$ cat src/rtl/mem_port_arbiter.sv
// Shares one memory port between the fetch stage and the memory stage.
// DM has fixed priority; each transaction runs IDLE -> BUSY -> DONE with a BUSY timeout.
module mem_port_arbiter #(
    parameter int ADDR_W  = 32,
    parameter int DATA_W  = 32,
    parameter int TIMEOUT = 255
) (
    input  logic              clk,
    input  logic              reset,
    input  logic              if_req,
    input  logic [ADDR_W-1:0] if_addr,
    input  logic              if_flush,
    input  logic              dm_req,
    input  logic              dm_we,
    input  logic [ADDR_W-1:0] dm_addr,
    input  logic [DATA_W-1:0] dm_wdata,
    output logic              mem_req,
    output logic              mem_we,
    output logic [ADDR_W-1:0] mem_addr,
    output logic [DATA_W-1:0] mem_wdata,
    input  logic [DATA_W-1:0] mem_rdata,
    input  logic              mem_ready,
    output logic [DATA_W-1:0] if_rdata,
    output logic              if_valid,
    output logic [DATA_W-1:0] dm_rdata,
    output logic              dm_valid,
    output logic              bus_err,
    output logic              stall_if,
    output logic              stall_dm
);

    typedef enum logic [1:0] {S_IDLE, S_BUSY, S_DONE} state_t;

    localparam logic [7:0] TMO = 8'(TIMEOUT);

    state_t              r_state;
    state_t              w_state_nxt;
    logic                r_owner_dm;
    logic                r_we;
    logic [ADDR_W-1:0]   r_addr;
    logic [DATA_W-1:0]   r_wdata;
    logic [7:0]          r_cnt;
    logic                r_drop;
    logic                r_err;
    logic [DATA_W-1:0]   r_if_rdata;
    logic [DATA_W-1:0]   r_dm_rdata;

    logic                w_grant_dm;
    logic                w_grant_if;
    logic                w_busy;
    logic                w_timeout;
    logic                w_drop_nxt;
    logic [DATA_W-1:0]   w_cap;

    assign w_busy     = (r_state == S_BUSY);
    assign w_grant_dm = (r_state == S_IDLE) & dm_req;
    assign w_grant_if = (r_state == S_IDLE) & ~dm_req & if_req & ~if_flush;
    assign w_timeout  = w_busy & ~mem_ready & ((r_cnt + 8'd1) == TMO);
    // A flush in the completing cycle must already suppress the fetch capture.
    assign w_drop_nxt = r_drop | (w_busy & ~r_owner_dm & if_flush);
    assign w_cap      = mem_ready ? mem_rdata : '0;

    assign mem_addr  = r_addr;
    assign mem_wdata = r_wdata;
    assign if_rdata  = r_if_rdata;
    assign dm_rdata  = r_dm_rdata;
    assign stall_if  = if_req & ~((r_state == S_DONE) & ~r_owner_dm & ~r_drop);
    assign stall_dm  = dm_req & ~((r_state == S_DONE) & r_owner_dm);

    always_ff @(posedge clk or posedge reset) begin
        if (reset) begin
            r_state <= S_IDLE;
        end else begin
            r_state <= w_state_nxt;
        end
    end

    always_comb begin
        w_state_nxt = r_state;
        mem_req     = 1'b0;
        mem_we      = 1'b0;
        if_valid    = 1'b0;
        dm_valid    = 1'b0;
        bus_err     = 1'b0;
        case (r_state)
            S_IDLE: begin
                if (w_grant_dm | w_grant_if) begin
                    w_state_nxt = S_BUSY;
                end
            end
            S_BUSY: begin
                mem_req = 1'b1;
                mem_we  = r_we;
                if (mem_ready | w_timeout) begin
                    w_state_nxt = S_DONE;
                end
            end
            S_DONE: begin
                if_valid    = ~r_owner_dm & ~r_drop;
                dm_valid    = r_owner_dm;
                bus_err     = r_err & (r_owner_dm | ~r_drop);
                w_state_nxt = S_IDLE;
            end
            default: w_state_nxt = S_IDLE;
        endcase
    end

    always_ff @(posedge clk or posedge reset) begin
        if (reset) begin
            r_owner_dm <= 1'b0;
            r_we       <= 1'b0;
            r_addr     <= '0;
            r_wdata    <= '0;
            r_cnt      <= '0;
            r_drop     <= 1'b0;
            r_err      <= 1'b0;
            r_if_rdata <= '0;
            r_dm_rdata <= '0;
        end else begin
            if (w_grant_dm) begin
                r_owner_dm <= 1'b1;
                r_we       <= dm_we;
                r_addr     <= dm_addr;
                r_wdata    <= dm_wdata;
            end else if (w_grant_if) begin
                r_owner_dm <= 1'b0;
                r_we       <= 1'b0;
                r_addr     <= if_addr;
            end

            if (r_state == S_IDLE) begin
                r_cnt <= '0;
            end else if (w_busy & ~mem_ready) begin
                r_cnt <= r_cnt + 8'd1;
            end

            if (r_state == S_DONE) begin
                r_drop <= 1'b0;
                r_err  <= 1'b0;
            end else begin
                r_drop <= w_drop_nxt;
                if (w_busy) begin
                    r_err <= w_timeout;
                end
            end

            // Timeout forces the owner's data to zero; DM stores only keep old data on success.
            if (w_busy & (mem_ready | w_timeout)) begin
                if (~r_owner_dm & ~w_drop_nxt) begin
                    r_if_rdata <= w_cap;
                end else if (r_owner_dm & (~r_we | ~mem_ready)) begin
                    r_dm_rdata <= w_cap;
                end
            end
        end
    end

endmodule

$ cat config.mk
export PLATFORM = sky130hd
export DESIGN_NAME = mem_port_arbiter
export DESIGN_NICKNAME = d
export VERILOG_FILES = /design/src/rtl/mem_port_arbiter.sv
export SDC_FILE = /design/constraint.sdc
export NUM_CORES = 1
export LEC_CHECK = 0
export CORE_ASPECT_RATIO = 0.5
export CORE_MARGIN = 2
export CORE_UTILIZATION = 40
export CTS_BUF_LIST = sky130_fd_sc_hd__clkbuf_8
export CTS_CLUSTER_DIAMETER = 150
export DETAILED_ROUTE_END_ITERATION = 6
export PLACE_DENSITY = 0.79
export RECOVER_POWER = 25
export SYNTH_ARGS = -nofsm -noshare
export SYNTH_HDL_FRONTEND = slang
export SYNTH_SLANG_ARGS = --single-unit
export TNS_END_PERCENT = 50
$ cat constraint.sdc
create_clock -name clk -period 5.07 [get_ports clk]
set_clock_uncertainty 0.05 [all_clocks]
set_input_delay 1.014 -clock clk [delete_from_list [all_inputs] [get_ports clk]]
set_output_delay 1.014 -clock clk [all_outputs]
set_load 0.01 [all_outputs]
==> flow_metrics.env, run 1 <==
export IMPL_status="complete, but fails checks"
export IMPL_violations="max-capacitance violations, max-slew violations"
export IMPL_tns_ps=0
export IMPL_grt_pass1_vias=5552
export IMPL_start_util=0.416
export IMPL_synthMuxAreaShare=0.108
export IMPL_cp_end_kind="async pin"
export IMPL_fp_row_count=32
export IMPL_setup_violations=0
export IMPL_rsz0062_at_grt="no"
export IMPL_insertedDiodeCount=0
export IMPL_h_tree_depth=4
export IMPL_wl_per_cell_um=17.0
export IMPL_yosysTopAreaCell="dfrtp_1"
export IMPL_ys_types=41
export IMPL_avgSynthCellArea_sq_um=11.3
export IMPL_io_pins=270
export IMPL_insertion_delay_ps=420
export IMPL_dr_first_iter_drc_count=261
export IMPL_dieHeight_um=94.3
export IMPL_crit_fanout=71
export IMPL_period_share=0.690
export IMPL_slowest_delay_ps=1730
export IMPL_synth_flop_cell="dfrtp_1"
export IMPL_min_path_cells=2
export IMPL_postCtsSetupBuffers=0
export IMPL_start_kind="input pin"
export IMPL_worst_slew_pin_slew_ps=3040
export IMPL_ys_seq_area_frac=0.545
export IMPL_ys_warn_count=0
export IMPL_drcViolationCount=0
export IMPL_synthCells=580
export IMPL_synth_simple_area_share=0.0748
export IMPL_worstHoldStart="mem_addr[16]$_DFFE_PP0P_"
export IMPL_clock_root_buffer="clkbuf_8"
export IMPL_cp_num_buf_inv=3
export IMPL_via_per_inst=5.07
export IMPL_gp_congestion=0.828
export IMPL_yosys_area_share_xor_xnor=0.0107
export IMPL_ctsLongestPathBuffers=2
export IMPL_min_to="mem_addr[16]$_DFFE_PP0P_"
export IMPL_core_area_sq_mm=0.0157
export IMPL_cts_sinks=142
export IMPL_ctsResizeCount=0
export IMPL_nNetsFinal=981
export IMPL_clock_fmax_mhz=286
export IMPL_syn_area_sq_mm=0.00653
export IMPL_syn_nets=720
export IMPL_path_delay_family="buffers and inverters"
export IMPL_final_layout_size_suffix_gt1_frac=0.171
export IMPL_tritoncts="built"
export IMPL_power_density_mw_per_mm2=511
export IMPL_cts_hold_buf=0
export IMPL_min_path_type="flop to flop"
export IMPL_cap_violations=1
export IMPL_grt_max_degree=72
export IMPL_synth_common_cells="142 x dfrtp_1, 77 x nand2_1, 64 x a22oi_1"
export IMPL_slew_viol_final=72
export IMPL_worstPathRequired_ps=5570
export IMPL_final_cell_area_sq_mm=0.00981
export IMPL_synth_top_area_share=0.545
export IMPL_syn_to_final_growth_pct=50.4
export IMPL_dp_hpwl_um=13200
export IMPL_via_count=5455
export IMPL_hold_viol_final=0
export IMPL_clkTransAtPathRegs_ps=80
export IMPL_ys_ff_latch=142
export IMPL_synth_fa_ha_area_frac=0.00959
export IMPL_async_flop_share=1.00
export IMPL_relSlewSlack=-1.04
export IMPL_antenna_left=0
export IMPL_ff2ff_setup_slack_ps=2140
export IMPL_r2r_start="r_state[1]$_DFFE_PP0P_"
export IMPL_synth_edf_count=0
export IMPL_antenna_found_initial=0
export IMPL_wl_um=18200
export IMPL_synth_compound_area_frac=0.201
export IMPL_synth_area_top_cells="dfrtp_1 54%, o21ai_2 8.1%, a22oi_1 7.4%, mux2_2 5.7%, mux2i_1 5.1%"
export IMPL_io_buffers=269
export IMPL_first_pass_iters=6
export IMPL_grt_pass1_wl_um=28700
export IMPL_period_minus_slack_ps=3500
export IMPL_reg2reg_depth=8
export IMPL_ir_drop_uv=207
export IMPL_die_w_um=185
export IMPL_cts_buffers_inserted=17
export IMPL_synth_top_family_by_area="compound AO/OA/AOI/OAI gates"
export IMPL_crit_chain="dlygate4sd3_1 > clkinvlp_2 > buf_4"
export IMPL_crit_type="input pin to async pin"
export IMPL_overflow=0
export IMPL_leakage_nw=4.31
export IMPL_place_area_sq_mm=0.00940
export IMPL_die_area_sq_mm=0.0174
export IMPL_grt_total_usage=0.211
export IMPL_rr_endpoint="dm_rdata[13]$_DFFE_PP0P_"
export IMPL_yosysMostFrequentCell="dfrtp_1"
export IMPL_slowest_stage="clkinvlp_2"
export IMPL_cp_arrival_ps=4000
==> state kept, by name, indices dropped and copies added, names as in the netlist, 2 cells and up <==
register / cells
if_rdata: 32
r_cnt: 8
mem_addr: 32
dm_rdata: 32
r_state: 2
mem_wdata: 32
==> final cells by class <==
| cell class | instances | area [sq um] |
|---|---|---|
| Clock buffer | 18 | 248 |
| Clock inverter | 14 | 179 |
| Fill cell | 1293 | 5880 |
| Inverter | 38 | 144 |
| Multi-Input combinational cell | 363 | 2640 |
| Sequential cell | 142 | 3550 |
| Tap cell | 221 | 277 |
| Timing Repair Buffer | 279 | 2770 |
==> logic make-up (layout without fill, tap and decap cells) <==
| kind of cell | Yosys count | count (layout) |
|---|---|---|
| AO/OA/AOI/OAI | 173 | 173 |
| flip-flops | 142 | 142 |
| AND/OR/NAND/NOR | 111 | 111 |
| buffers and inverters | 75 | 349 |
| multiplexers | 66 | 66 |
| XOR/XNOR | 8 | 8 |
| adder cells (fa/ha/maj) | 5 | 5 |
==> cells in the final DEF (no fill, tap or decap), types with 18 or more instances in the layout <==
cell type	count
clkbuf_8	18
a22oi_1	64
nand2_1	76
o21ai_2	60
mux2i_1	33
o21ai_0	38
inv_1	36
mux2_2	33
dfrtp_1	142
clkdlybuf4s50_1	266
==> metrics by stage <==
step | util | hold WS [ps] | setup WS (ps) | power [mW] | cells
after detailed placement | 0.599 | 422 | 1430 | 4.09 | 1043
final | 0.625 | 432 | 1570 | 5.01 | 1075
after floorplan | - | 421 | 196 | 2.95 | 580
after CTS | 0.626 | 441 | 1650 | 5.08 | 1075
after global routing | 0.625 | 474 | 1070 | 5.32 | 1075
after global placement | 0.599 | 413 | 1490 | 4.01 | 1043
==> worst register-to-register path, cell delays in order, from the launching register on <==
cell       delay (ps)
dfrtp_1           410
inv_1             100
ha_1              310
and2b_1           370
and4b_1           270
a2bb2oi_2         120
o21ai_4           730
buf_4             390
o21ai_2            70
==> report_power, final <==
group | leakage [nW] | internal, mW | switching, mW
clock network | 0.207 | 0.510 | 0.464
registers | 1.56 | 1.53 | 0.244
logic | 2.55 | 1.23 | 1.03
total | 4.31 | 3.27 | 1.74
==> routing by layer <==
metal	global-route usage	up-vias	share of wire
met4	0.0681	0	0.013
met5	0	-	0
met2	0.390	162	0.52
met1	0.255	2713	0.41
met3	0.0306	20	0.051
li1	-	2560	-
==> worst max path at each step <==
stage | startpoint | endpoint | slack (ps) | cells after the start
5_1_grt | reset | dm_rdata[30]$_DFFE_PP0P_ | 1070 | 3
3_5_place_dp | mem_ready | dm_rdata[13]$_DFFE_PP0P_ | 1430 | 7
3_3_place_gp | mem_ready | if_rdata[23]$_DFFE_PP0P_ | 1490 | 7
4_1_cts | dm_req | stall_dm | 1650 | 3
2_1_floorplan | reset | dm_rdata[0]$_DFFE_PP0P_ | 200 | 1
6_report | reset | if_rdata[4]$_DFFE_PP0P_ | 1570 | 3
No activity file was read; power rests on OpenSTA's default activity.
==> run 2, diff against run 1 <==
- clock period: 5.07 -> 2.99 ns (I/O delays scaled with it)
==> run 2 against run 1 <==
Against the previous run:
- the flow now finishes without violations
- non-clock buffer count grew 6
- register-to-register slack lost 1500 ps
- cell area rose by 0.99%
- sequential share of layout area shrank 0.36 points
- combinational power increased by 72%
- sequential cell count is the same
- routed wire length up 0.31%
- sequential power grew 70%
- first-iteration DRC count up 28%
- critical path depth is 2 higher
- power up 72%
- worst hold slack barely moved
==> flow_metrics.env, run 2 (same netlist as run 1, synthesis figures left out) <==
export IMPL_status="finished clean"
export IMPL_final_cell_area_sq_mm=0.00991
export IMPL_io_buffers=269
export IMPL_h_tree_depth=4
export IMPL_dr_first_iter_drc_count=333
export IMPL_antenna_found_initial=0
export IMPL_core_area_sq_mm=0.0157
export IMPL_ctsResizeCount=0
export IMPL_wl_per_cell_um=16.9
export IMPL_cp_arrival_ps=2000
export IMPL_dp_hpwl_um=13400
export IMPL_crit_type="flop to output pin"
export IMPL_ir_drop_uv=335
export IMPL_cts_buffers_inserted=17
export IMPL_antenna_left=0
export IMPL_layout_common_cells="268 x clkdlybuf4s50_1, 142 x dfrtp_1, 76 x nand2_1"
export IMPL_tns_ps=0
export IMPL_relSlewSlack=0.0611
export IMPL_dieHeight_um=94.3
export IMPL_cap_violations=0
export IMPL_cp_end_kind="output pin"
export IMPL_via_count=5434
export IMPL_start_util=0.416
export IMPL_fp_row_count=32
export IMPL_worst_slew_pin_slew_ps=1410
export IMPL_clock_root_buffer="clkbuf_8"
export IMPL_overflow=0
export IMPL_hold_viol_final=0
export IMPL_clock_fmax_mhz=378
export IMPL_power_density_mw_per_mm2=869
export IMPL_worstPathRequired_ps=2340
export IMPL_nNetsFinal=987
export IMPL_grt_max_degree=85
export IMPL_first_pass_iters=5
export IMPL_io_pins=270
export IMPL_leakage_nw=4.36
export IMPL_ff2ff_setup_slack_ps=640
export IMPL_ctsLongestPathBuffers=2
export IMPL_fin_util=0.631
export IMPL_cts_sinks=142
export IMPL_grt_total_usage=0.212
export IMPL_postCtsSetupBuffers=0
export IMPL_start_kind="flop"
export IMPL_place_area_sq_mm=0.00949
export IMPL_p_total_mw=8.61
export IMPL_gp_congestion=0.767
export IMPL_crit_fanout=5
export IMPL_drcViolationCount=0
export IMPL_period_share=0.884
export IMPL_cts_hold_buf=0
export IMPL_die_w_um=185
export IMPL_via_per_inst=5.03
export IMPL_die_area_sq_mm=0.0174
export IMPL_final_layout_size_suffix_gt1_frac=0.174
export IMPL_min_path_type="flop to flop"
export IMPL_met3_usage=0.0384
export IMPL_top_usage_layer="met2"
export IMPL_final_common_cell="clkdlybuf4s50_1"
export IMPL_grt_use_met2=0.378
export IMPL_slew_viol_final=0
export IMPL_setup_violations=0
export IMPL_grtUsageMet1=0.258
export IMPL_clkTransAtPathRegs_ps=80
export IMPL_place_inst=1049
export IMPL_grt_pass1_wl_um=28600
export IMPL_wl_um=18300
export IMPL_tritoncts="built"
export IMPL_instances_no_fill=1081
export IMPL_period_minus_slack_ps=2640
export IMPL_grt_pass1_vias=5479
export IMPL_syn_to_final_growth_pct=51.9
export IMPL_rsz0062_at_grt="no"
export IMPL_insertion_delay_ps=420
export IMPL_insertedDiodeCount=0
run 2: cell count changes in the layout (fill, tap and decap cells not counted), moves of 2 or more:
cell | before | now
clkdlybuf4s50_1 | 266 | 268
dlygate4sd3_1 | 3 | 1
buf_12 | 0 | 3
inv_6 | 6 | 2
clkbuf_1 | 0 | 2
run 2: cell type report:
| class | count | area (sq um) |
|---|---|---|
| Fill cell | 1267 | 5790 |
| Sequential cell | 142 | 3550 |
| Timing Repair Buffer | 285 | 2840 |
| Multi-Input combinational cell | 363 | 2660 |
| Tap cell | 221 | 277 |
| Clock buffer | 18 | 248 |
| Clock inverter | 14 | 190 |
| Inverter | 38 | 144 |
run 2: stage by stage:
stage	hold slack, ps	setup WS (ps)
after floorplan	421	565
after detailed placement	421	319
after CTS	395	319
after global placement	413	379
after global routing	464	211
final	432	347
run 2: power breakdown:
group	internal, mW	switching [mW]	total (mW)
Clock	0.932	0.759	1.69
Sequential	2.59	0.420	3.01
Combinational	2.14	1.77	3.91
run 2: layer usage:
metal,routed length [um],vias up
li1,-,2568
met1,7470,2662
met2,9520,177
met3,972,27
met4,330,0
met5,0,-
run 2: worst paths after layout:
path	startpoint	to	cells past startpoint
max	r_state[0]$_DFFE_PP0P_	stall_dm	5
max reg2reg	r_state[1]$_DFFE_PP0P_	if_rdata[30]$_DFFE_PP0P_	8
min reg2reg	mem_addr[1]$_DFFE_PP0P_	mem_addr[1]$_DFFE_PP0P_	2
min	mem_addr[1]$_DFFE_PP0P_	mem_addr[1]$_DFFE_PP0P_	2
min in group asynchronous	reset	mem_wdata[29]$_DFFE_PP0P_	2
max in group asynchronous	reset	mem_addr[30]$_DFFE_PP0P_	3
run 2: critical path: stages, from the launching register on:
cell             delay [ps]
dfrtp_1                 400
inv_1                    80
ha_1                    260
and2_1                  180
nor2b_1                 120
clkdlybuf4s50_1         540
==> run 3, diff against run 2 <==
- CAP_MARGIN: not set -> 5
==> results of run 3 <==
No change in the layout: final DEF, timing and power equal those of run 2.
